### src/rtl/s27_bist_pkg.sv
// s27_bist_pkg: shared types and helpers for the s27 BIST controller.
package s27_bist_pkg;

    localparam int unsigned PAT_W       = 4;
    localparam int unsigned LFSR_TAP_HI = 3;
    localparam int unsigned LFSR_TAP_LO = 2;
    localparam logic [15:0] MISR_POLY   = 16'h1021;

    typedef enum logic [2:0] {
        S_IDLE  = 3'd0,
        S_FLUSH = 3'd1,
        S_RUN   = 3'd2,
        S_CMP   = 3'd3,
        S_DONE  = 3'd4
    } state_t;

    // All-zero is the LFSR lock-up state, so it is replaced by 1.
    function automatic logic [PAT_W-1:0] seed_fix(input logic [PAT_W-1:0] s);
        return (s == '0) ? PAT_W'(1) : s;
    endfunction

    // One step of x^4+x^3+1, period 15.
    function automatic logic [PAT_W-1:0] lfsr_step(input logic [PAT_W-1:0] v);
        return {v[PAT_W-2:0], v[LFSR_TAP_HI] ^ v[LFSR_TAP_LO]};
    endfunction

endpackage

### src/rtl/s27_bist_misr.sv
// s27_bist_misr: single-input signature register compacting the s27 G17 stream.
module s27_bist_misr
    import s27_bist_pkg::*;
#(
    parameter int unsigned      SIG_W = 16,
    parameter logic [SIG_W-1:0] POLY  = SIG_W'(MISR_POLY)
) (
    input  logic             CK,
    input  logic             RST_N,
    input  logic             clr,
    input  logic             en,
    input  logic             din,
    output logic [SIG_W-1:0] sig
);

    // Shift with polynomial feedback, folding the observed bit into the LSB.
    always_ff @(posedge CK) begin
        if (!RST_N) begin
            sig <= '0;
        end else if (clr) begin
            sig <= '0;
        end else if (en) begin
            sig <= {sig[SIG_W-2:0], 1'b0}
                 ^ (sig[SIG_W-1] ? POLY : '0)
                 ^ SIG_W'(din);
        end
    end

endmodule

### src/rtl/s27_bist_ctrl.sv
// s27_bist_ctrl: LFSR-driven BIST for the s27 core with MISR compaction of G17
// and a golden-signature compare.
// Optional macro S27_BIST_SEED_LOAD_EN adds SEED_IN, captured as LFSR seed on START.
module s27_bist_ctrl
    import s27_bist_pkg::*;
#(
    parameter logic [PAT_W-1:0] LFSR_SEED = 4'b1001,
    parameter logic [PAT_W-1:0] FLUSH_PAT = 4'b0011,
    parameter int unsigned      FLUSH_CYC = 2,
    parameter int unsigned      N_PAT     = 15,
    parameter int unsigned      SIG_W     = 16,
    parameter logic [SIG_W-1:0] POLY      = SIG_W'(MISR_POLY)
) (
    input  logic             CK,
    input  logic             RST_N,
    input  logic             START,
    input  logic [SIG_W-1:0] GOLDEN,
    input  logic             PO_G17,
`ifdef S27_BIST_SEED_LOAD_EN
    input  logic [PAT_W-1:0] SEED_IN,
`endif
    output logic [PAT_W-1:0] PI_G,
    output logic             BUSY,
    output logic             DONE,
    output logic             PASS,
    output logic [SIG_W-1:0] SIG
);

    localparam int unsigned      CNT_W      = 16;
    localparam logic [CNT_W-1:0] FLUSH_LAST = CNT_W'(FLUSH_CYC - 1);
    localparam logic [CNT_W-1:0] RUN_LAST   = CNT_W'(N_PAT - 1);

    state_t             state;
    state_t             state_nxt;
    logic [PAT_W-1:0]   lfsr;
    logic [PAT_W-1:0]   lfsr_nxt;
    logic [PAT_W-1:0]   pi_nxt;
    logic [PAT_W-1:0]   start_seed;
    logic [CNT_W-1:0]   cnt;
    logic [CNT_W-1:0]   cnt_nxt;
    logic               busy_nxt;
    logic               done_nxt;
    logic               pass_nxt;
    logic               start_acc_c;
    logic               misr_en_c;

`ifdef S27_BIST_SEED_LOAD_EN
    assign start_seed = seed_fix(SEED_IN);
`else
    assign start_seed = seed_fix(LFSR_SEED);
`endif

    // State register.
    always_ff @(posedge CK) begin
        if (!RST_N) begin
            state <= S_IDLE;
        end else begin
            state <= state_nxt;
        end
    end

    // Next-state, counters, LFSR and next output values.
    always_comb begin
        state_nxt   = state;
        lfsr_nxt    = lfsr;
        cnt_nxt     = cnt;
        pass_nxt    = PASS;
        start_acc_c = 1'b0;
        misr_en_c   = 1'b0;

        case (state)
            S_IDLE, S_DONE: begin
                if (START) begin
                    state_nxt   = S_FLUSH;
                    lfsr_nxt    = start_seed;
                    cnt_nxt     = '0;
                    pass_nxt    = 1'b0;
                    start_acc_c = 1'b1;
                end
            end
            S_FLUSH: begin
                if (cnt == FLUSH_LAST) begin
                    state_nxt = S_RUN;
                    cnt_nxt   = '0;
                end else begin
                    cnt_nxt = cnt + CNT_W'(1);
                end
            end
            S_RUN: begin
                misr_en_c = 1'b1;
                lfsr_nxt  = lfsr_step(lfsr);
                if (cnt == RUN_LAST) begin
                    state_nxt = S_CMP;
                    cnt_nxt   = '0;
                end else begin
                    cnt_nxt = cnt + CNT_W'(1);
                end
            end
            S_CMP: begin
                state_nxt = S_DONE;
                pass_nxt  = (SIG == GOLDEN);
            end
            default: begin
                state_nxt = S_IDLE;
            end
        endcase

        busy_nxt = (state_nxt == S_FLUSH) || (state_nxt == S_RUN) || (state_nxt == S_CMP);
        done_nxt = (state_nxt == S_DONE);
        pi_nxt   = (state_nxt == S_RUN) ? lfsr_nxt : FLUSH_PAT;
    end

    // Datapath and registered outputs; PI_G shows the pattern for the whole RUN cycle.
    always_ff @(posedge CK) begin
        if (!RST_N) begin
            lfsr <= seed_fix(LFSR_SEED);
            cnt  <= '0;
            PI_G <= FLUSH_PAT;
            BUSY <= 1'b0;
            DONE <= 1'b0;
            PASS <= 1'b0;
        end else begin
            lfsr <= lfsr_nxt;
            cnt  <= cnt_nxt;
            PI_G <= pi_nxt;
            BUSY <= busy_nxt;
            DONE <= done_nxt;
            PASS <= pass_nxt;
        end
    end

    s27_bist_misr #(
        .SIG_W (SIG_W),
        .POLY  (POLY)
    ) u_misr (
        .CK    (CK),
        .RST_N (RST_N),
        .clr   (start_acc_c),
        .en    (misr_en_c),
        .din   (PO_G17),
        .sig   (SIG)
    );

endmodule
### config.mk
export PLATFORM = sky130hd
export DESIGN_NAME = s27_bist_ctrl
export DESIGN_NICKNAME = d
export VERILOG_FILES = /design/src/rtl/s27_bist_pkg.sv /design/src/rtl/s27_bist_misr.sv /design/src/rtl/s27_bist_ctrl.sv
export SDC_FILE = /design/constraint.sdc
export NUM_CORES = 1
export LEC_CHECK = 0
export CELL_PAD_IN_SITES_DETAIL_PLACEMENT = 1
export CELL_PAD_IN_SITES_GLOBAL_PLACEMENT = 1
export CORE_AREA = 8 8 79 94
export DETAILED_ROUTE_END_ITERATION = 8
export DIE_AREA = 0 0 87 102
export HOLD_SLACK_MARGIN = 0.06
export PLACE_DENSITY_LB_ADDON = 0.1
export SETUP_SLACK_MARGIN = 0.5
export SYNTH_ARGS = -nofsm -noshare
export SYNTH_HDL_FRONTEND = slang
export SYNTH_SLANG_ARGS = --single-unit
### constraint.sdc
create_clock -name CK -period 3.1 [get_ports CK]
set_clock_uncertainty 0.1 [all_clocks]
set_input_delay 0.465 -clock CK [delete_from_list [all_inputs] [get_ports CK]]
set_output_delay 0.465 -clock CK [all_outputs]
set_load 0.05 [all_outputs]
* Word-level counts from Yosys, hierarchy flattened
Index checks and enable logic that the tools add are counted.
Operators by class: add/sub/neg operators 1, equality and inequality tests 12, multiplexer cells 16, bitwise logic cells 4, reduce and logical (&&, ||, !) cells 10
Operators with widths (count):
- $mux W16 | 3
- $pmux W16 S3 | 1
- $add A16 B1 Y16 const B | 1
- $eq A16 B1 Y1 const B | 1
- $eq A16 B16 Y1 | 1
- $eq A16 B4 Y1 const B | 1
- $xor A16 B1 Y16 | 1
- $xor A16 B16 Y16 | 1
- $mux W13 | 1
- $eq A3 B2 Y1 const B | 4
- $pmux W3 S4 | 1
- $mux W3 | 3
- $pmux W4 S2 | 1
- $eq A3 B1 Y1 const B | 2
- $eq A3 B3 Y1 const B | 2
- $reduce_and A2 Y1 | 3
- $mux W1 | 4
- $mux W4 | 1
- $reduce_or A2 Y1 | 2
- $logic_not A3 Y1 | 1
- $reduce_bool A3 Y1 | 1
- $logic_or A1 B1 Y1 | 2
- $ne A2 B2 Y1 const B | 1
- $pmux W1 S2 | 1
- other kinds (3) | 3
Word-level totals: bits in registers 46, input bits 20, word-level logic and storage cells 51

* Logic depth before layout (Yosys ltp)
Gate-level depths: netlist of run 1.
depth in word-level cells 6, gate-level depth with buffers 8, mapped depth without buffers 7

* Hierarchy
A second synthesis of run 1 with hierarchy kept.
Unflattened totals: cells, all modules 232, area total of the unflattened synthesis 2165.8 µm²
By module, submodules not included:
- s27_bist_ctrl | instances 1, cells an instance 176, area an instance 1537.7 µm², seq. area each 600.6 µm²
- s27_bist_misr | instances 1, cells an instance 56, area an instance 628.1 µm², seq. area each 320.3 µm²

* Worst setup path after synthesis of run 1
Ideal clock, no wire load.
kind register to register, from register cnt[11], to register PI_G[1], arrival time 2088 ps, setup slack 792 ps, stages on the path, launching flop included 6, path buffers 0, clock period less this slack 2308 ps, cell sequence dfxtp_1 or4_1 or4_4 a2111oi_4 and4_1 nand2_1
On the way: word-level cells in the longest chain between the ends 5
RTL lines:
- start: declaration | line s27_bist_ctrl.sv:39 | logic [CNT_W-1:0] cnt;
- start signal: assignment | line s27_bist_ctrl.sv:124 | cnt <= cnt_nxt;
- $eq A16 B4 Y1 / $eq A16 B1 Y1 (equally long branches) | line s27_bist_ctrl.sv:92, s27_bist_ctrl.sv:82
- $mux W3, on equally long branches | line s27_bist_ctrl.sv:92, s27_bist_ctrl.sv:82
- $pmux W3 S4 * | line s27_bist_ctrl.sv:71 | case (state)
- $eq A3 B2 Y1 * | line s27_bist_ctrl.sv:110 | pi_nxt = (state_nxt == S_RUN) ? lfsr_nxt : FLUSH_PAT;
- $reduce_and A2 Y1 (no line) *
- end signal: assignment | line s27_bist_ctrl.sv:125 | PI_G <= pi_nxt;
- end: declaration | line s27_bist_ctrl.sv:22 | output logic [PAT_W-1:0] PI_G,
Every way passes the cells marked *; elsewhere a longest branch is shown, timed or not. A chain may end at the register's enable or synchronous reset.

* Final worst setup path of run 1
from register cnt[4], to register PI_G[0]
The elaborated chain is that of the path after synthesis.

==> results of run 1 <==
-- sequential cells by signal (all words and copies together), names as in the netlist --
| signal | count |
|---|---|
| cnt | 16 |
| u_misr.sig | 16 |
| PI_G | 4 |
| lfsr | 4 |
| state | 3 |
| BUSY | 1 |
| DONE | 1 |
| PASS | 1 |
-- cells in the final DEF (no fill, tap or decap), types with 4 or more instances in the layout --
cell and n:
a211oi_1 4, inv_1 5, buf_4 5, nand2_1 49, nor2_1 25, xor2_1 10
nor3_1 4, clkbuf_8 5, a21oi_1 15, nand4_1 7, dfxtp_1 45, a31oi_1 6
clkdlybuf4s50_1 42, xnor2_1 20, nand3_1 13
-- final cells by class --
type	count	area share
well taps	82	0.03741
inverters	5	0.006843
flip-flops and latches	46	0.3362
clock inverters	3	0.007755
repair buffers	47	0.1670
clock buffers	5	0.02509
multi-input cells	190	0.4197
-- critical path: cells and delay by family (launching register included) --
kind | cells | cell delay, ns
simple gates | 4 | 1.49
flops | 1 | 0.38
compound gates | 1 | 0.41
-- worst max path at each step --
stage                  start  endpoint  depth (start not counted)
global route        state[1]   cnt[11]                          5
detailed placement     START    cnt[6]                          5
global placement       START    cnt[8]                          7
CTS                   cnt[0]    cnt[6]                          6
floorplan            cnt[11]   PI_G[1]                          5
finish                cnt[4]   PI_G[0]                          5
-- per-stage QoR --
| stage | instances | hold slack (ns) | util |
|---|---|---|---|
| after floorplan | 253 | 0.3650 | - |
| after global placement | 370 | 0.3475 | 0.4451 |
| after detailed placement | 370 | 0.3721 | 0.4451 |
| final | 378 | 0.3822 | 0.4622 |
| after global routing | 378 | 0.4263 | 0.4622 |
| after CTS | 378 | 0.3842 | 0.4603 |
-- kinds of logic after synthesis --
group	Yosys count
AND/OR/NAND/NOR	122
buffers and inverters	17
AO/OA/AOI/OAI	35
XOR/XNOR	30
adder cells (fa/ha/maj)	3
flip-flops	46
-- what timing repair did --
item | in CTS | in global routing
gates resized for setup | 0 | 3
endpoints found under the setup margin | 0 | 11
buffers inserted | 0 | 0
hold buffers | 0 | 0
-- layer usage --
metal  up-vias  routed length, um  GRT usage
met5         -                  0          0
met4         0                 90    0.05312
met3         6                250    0.03057
met2        32               3062     0.2649
met1       900               2471     0.1489
li1        952                  -          -
-- power groups by stage --
stage | Combinational (mW) | Sequential, mW | Clock, mW
final | 0.143 | 0.610 | 0.372
after detailed placement | 0.142 | 0.623 | 0
after CTS | 0.143 | 0.609 | 0.390
after global placement | 0.141 | 0.622 | 0
after global routing | 0.157 | 0.612 | 0.410
after floorplan | 0.0772 | 0.630 | 0
==> results_dict.tcl, run 1 <==
set metrics [dict create \
    die_y_um 102 \
    r2r_slack_ns 0.63 \
    min_from "PASS" \
    max-vdd-ir-drop_mv 0.3165 \
    synth_common_cells "nand2_1, dfxtp_1, nor2_1" \
    clkSinkCount 46 \
    io_pins 43 \
    pre_cts_ws_ns 0.5966 \
    synth_ff_type "dfxtp_1" \
    synth_cells 253 \
    drive_gt1_frac 0.08108 \
    syn_nets 276 \
    start_util 0.3574 \
    power_frac_clock 0.331 \
    cp_data_required_time_ns 3.20 \
    port_buffers 42 \
    comb_power_share 0.127 \
    setup_slack_ns 0.6343 \
    areaGrowthSynthToFinish_pct 29.32 \
    ctsHtreeMaxLevel 2 \
    clock_path_buffers 2 \
    fin_nets 318 \
    synth_simple_gate_area_frac 0.2826 \
    rsz0062_at_grt "yes" \
    cts.reportedPaths.clkPinSlew_ns 0.09 \
    worstPathMaxFanout 6 \
    yosys.area.top_type "dfxtp_1" \
    regArea_um2 922.1 \
    insertion_delay_ns 0.30 \
    vias 1890 \
    synth-warning-count 0 \
    synthTopCellsByArea "dfxtp_1, nand2_1, xnor2_1" \
    r2r_cells 5 \
    dpl.hpwl_um 4543 \
    max_slew_margin 0.5738 \
    cts-buffers-inserted 5 \
    tritoncts "built" \
    synth_edf_count 0 \
    power.share.switching 0.2706 \
    fin_crit_sh 0.7954 \
    synth-compound-area-share 0.1115 \
    globalplace.congestion 0.7969 \
    grt_first_pass_wirelength_um 9846 \
    slew_violations 0 \
    yosys-mux-area-fraction 0 \
    whs_path_depth 2 \
    synth_cell_types 33 \
    wl_per_cell_um 15.54 \
    power.density_nw_per_um2 410.0 \
    timing.rr.start "cnt[4]" \
    drt-pass1-iter-count 6 \
    grt_pass1_vias 2007 \
    avgViaCountPerCell 5.000 \
    track_usage 0.1410 \
    async_flop_share 0 \
    dpl-instance-area_um2 2641 \
    fp.coreArea_um2 5934 \
    slowest_delay_ns 0.58 \
    hp-class "reg -> reg" \
    n_fill_cell 726 \
    p_total_mw 1.124 \
    finalHoldViolCount 0 \
    whs_endpoint "PASS" \
    rows 31 \
    synthXorXnorAreaFrac 0.1239 \
    setup.worst_path.start_class "register" \
    ant_nets 0 \
    r2r-end "PI_G[0]" \
    cts_root_buffer "clkbuf_8" \
    leakagePower_nw 0.8900 \
    syn_area_um2 2121 \
    worstMarginPinSlew_ns 0.6304 \
    initialDrtViolationCount 51 \
    die_w_um 87 \
    slowest_stage "or4_4" \
    grt_max_degree 24 \
    critPathCaptureType "register" \
    p_switching_mw 0.3043 \
    path_cells "or4_4 > or4_4 > a2111oi_4 > and4_4 > nand2_1" \
    yosys.area_share.adder 0.01770 \
    setup_viol 0 \
    max_freq_mhz 405.6 \
    drc 0 \
    fin_crit_ns 2.466 \
    intPower_mw 0.8201 \
    status "complete, no violations" \
    antenna_found_initial 0 \
    dieArea_um2 8874 \
    drt_wl_total_um 5875 \
    ys_ff_latch 46 \
    fin_area_um2 2743 \
    arrival_ns 2.57 \
    yosysSeqAreaShare 0.4342 \
    setup_tns_ns 0 \
    syn_area_per_cell_um2 8.383 \
    diodes 0 \
    synth.most_common_cell "nand2_1" \
    seqPwrFrac 0.542 \
    crit_path_frequent_cell "or4_4" \
    multi_input_area_um2 1151 \
    synth_top_family_by_area "simple AND/OR/NAND/NOR gates" \
    grt_overflow 0 \
    synth_top_cell_area_share 0.4342 \
    path_class "reg -> reg" \
    max_cap_viol_count 0 \
]
Note: power is estimated with default switching activity, not from simulation.
==> run 2: changes to the inputs <==
==> constraint.sdc (replaced) <==
create_clock -name CK -period 2.3 [get_ports CK]
set_clock_uncertainty 0.1 [all_clocks]
set_input_delay 0.345 -clock CK [delete_from_list [all_inputs] [get_ports CK]]
set_output_delay 0.345 -clock CK [all_outputs]
set_load 0.05 [all_outputs]
==> run 2 against run 1 <==
The flow now finishes with violations (negative setup slack). Clock-buffer cell count up 1. Sequential share of layout area shrank 2.9 points. Cell count is 7.1% higher. Critical endpoint is now cnt[9]. Power is 49% higher. Fmax is 6.2% higher. Design area up 9.6%. Sequential power increased by 34%. Worst setup slack lost 0.66 ns. Non-clock buffer count increased by 28. First-iteration DRC count up 31%. Via count increased by 5.0%. Die area is the same.
==> results_dict.tcl, run 2 (synthesis gave the netlist of run 1 again) <==
set metrics [dict create \
    status "finished with violations" \
    violations "negative setup slack" \
    critPathCaptureType "register" \
    n_fill_cell 718 \
    drc 0 \
    fin_crit_ns 2.322 \
    cp-endpoint "cnt[9]" \
    timing.rr.start "cnt[1]" \
    cts-buffers-inserted 5 \
    track_usage 0.1463 \
    leakagePower_nw 1.152 \
    r2r_cells 9 \
    rows 31 \
    tritoncts "built" \
    setup.worst_path.start_class "register" \
    clkSinkCount 46 \
    setup_tns_ns -0.1493 \
    setup_slack_ns -0.02183 \
    diodes 0 \
    power.density_nw_per_um2 558.6 \
    drt_wl_total_um 6067 \
    port_buffers 42 \
    hp-class "reg -> reg" \
    max_slew_margin 0.5693 \
    grt_max_degree 22 \
    path_class "reg -> reg" \
    areaGrowthSynthToFinish_pct 41.77 \
    p_switching_mw 0.3976 \
    cp_data_required_time_ns 2.39 \
    initialDrtViolationCount 67 \
    insertion_delay_ns 0.29 \
    grt_pass1_vias 2148 \
    crit_start "cnt[1]" \
    globalplace.congestion 0.7481 \
    worstPathMaxFanout 8 \
    r2r-end "cnt[9]" \
    intPower_mw 1.282 \
    arrival_ns 2.41 \
    final_cell_mix "nand2_1, dfxtp_1, buf_4" \
    ant_nets 0 \
    layout_commonest_cell "nand2_1" \
    max_freq_mhz 430.7 \
    dieArea_um2 8874 \
    cts_root_buffer "clkbuf_8" \
    fin_crit_sh 1.009 \
    clock_path_buffers 2 \
    grt_overflow 0 \
    grt_first_pass_wirelength_um 10270 \
    die_w_um 87 \
    rsz0062_at_grt "yes" \
    io_pins 43 \
    vias 1985 \
    fp.coreArea_um2 5934 \
    die_y_um 102 \
    drt-pass1-iter-count 2 \
    r2r_slack_ns -0.02 \
    power_frac_clock 0.359 \
    cts.reportedPaths.clkPinSlew_ns 0.08 \
    seqPwrFrac 0.485 \
    dpl.hpwl_um 4791 \
    avgViaCountPerCell 4.901 \
    max_cap_viol_count 0 \
    fin_nets 346 \
    wl_per_cell_um 14.98 \
    ctsHtreeMaxLevel 2 \
    start_util 0.3574 \
    worstMarginPinSlew_ns 0.6446 \
    top_regs "cnt (16), u_misr.sig (16)" \
    setup_viol 10 \
    antenna_found_initial 0 \
    comb_power_share 0.155 \
    power.share.switching 0.2367 \
    finalHoldViolCount 0 \
    max-vdd-ir-drop_mv 0.2288 \
    slew_violations 0 \
    drive_gt1_frac 0.1827 \
    fin_util 0.5066 \
]
## run 2: changes by cell type in the layout (fill, tap and decap cells not counted), sizes merged, moves of 2 or more
| cell | before | now |
|---|---|---|
| clkinv | 2 | 0 |
| clkdlybuf4s50 | 42 | 19 |
| dlygate4sd2 | 0 | 22 |
| buf | 5 | 33 |
## run 2: power groups by stage
stage	combinational (mW)	sequential [mW]	clock, mW
4_1_cts	0.238	0.816	0.624
3_3_place_gp	0.234	0.833	0
3_5_place_dp	0.238	0.834	0
5_1_grt	0.284	0.817	0.663
6_report	0.261	0.815	0.603
2_1_floorplan	0.108	0.850	0
## run 2: layout make-up
cell class	count	area, um^2	area share
clock inverter	1	30.03	0.009988
timing repair buffer	75	651.9	0.2168
inverter	5	18.77	0.006242
multi-input combinational	190	1197	0.3983
sequential	46	923.4	0.3071
tap	82	102.6	0.03412
clock buffer	6	82.58	0.02747
## run 2: worst min-delay path by stage
| stage | start | end | slack (ns) | cells after the start |
|---|---|---|---|---|
| after floorplan | cnt[0] | cnt[0] | 0.36 | 1 |
| after global placement | PASS | PASS | 0.35 | 2 |
| after detailed placement | PASS | PASS | 0.37 | 2 |
| after CTS | PASS | PASS | 0.38 | 2 |
| after global routing | u_misr.sig[9] | u_misr.sig[10] | 0.43 | 2 |
| final | PASS | PASS | 0.37 | 2 |
## run 2: per-layer routing
| layer | vias to the layer above | share of wire | track usage |
|---|---|---|---|
| li1 | 1003 | - | - |
| met1 | 938 | 0.42 | 0.1561 |
| met2 | 36 | 0.52 | 0.2784 |
| met3 | 8 | 0.042 | 0.02735 |
| met4 | 0 | 0.016 | 0.04914 |
| met5 | - | 0 | 0 |
## run 2: per-stage QoR
stage          hold slack, ns  setup slack, ns  cell area (um^2)  power (mW)  cells
5_1_grt                0.4263          -0.1039              3007       1.765    405
6_report               0.3664         -0.02183              3007       1.680    405
2_1_floorplan          0.3642          0.06150              2136      0.9583    253
3_3_place_gp           0.3453         -0.03108              2840       1.067    395
3_5_place_dp           0.3684         -0.04583              2840       1.071    395
4_1_cts                0.3772         -0.02482              2938       1.679    402
## run 2: timing repair
action,in CTS,in global routing
hold buffers,0,0
resized for setup,25,10
pin swaps,2,2
setup endpoints to repair,50,37
buffers inserted,0,3
## run 2: critical path, cell delays in order, from the launching register on
cell and delay (ns):
dfxtp_2 0.33, inv_2 0.06, ha_4 0.11, or3b_4 0.37, or4_4 0.57, buf_4 0.16, o2bb2ai_4 0.13, o21ai_2 0.19
buf_6 0.15, nor2_1 0.05
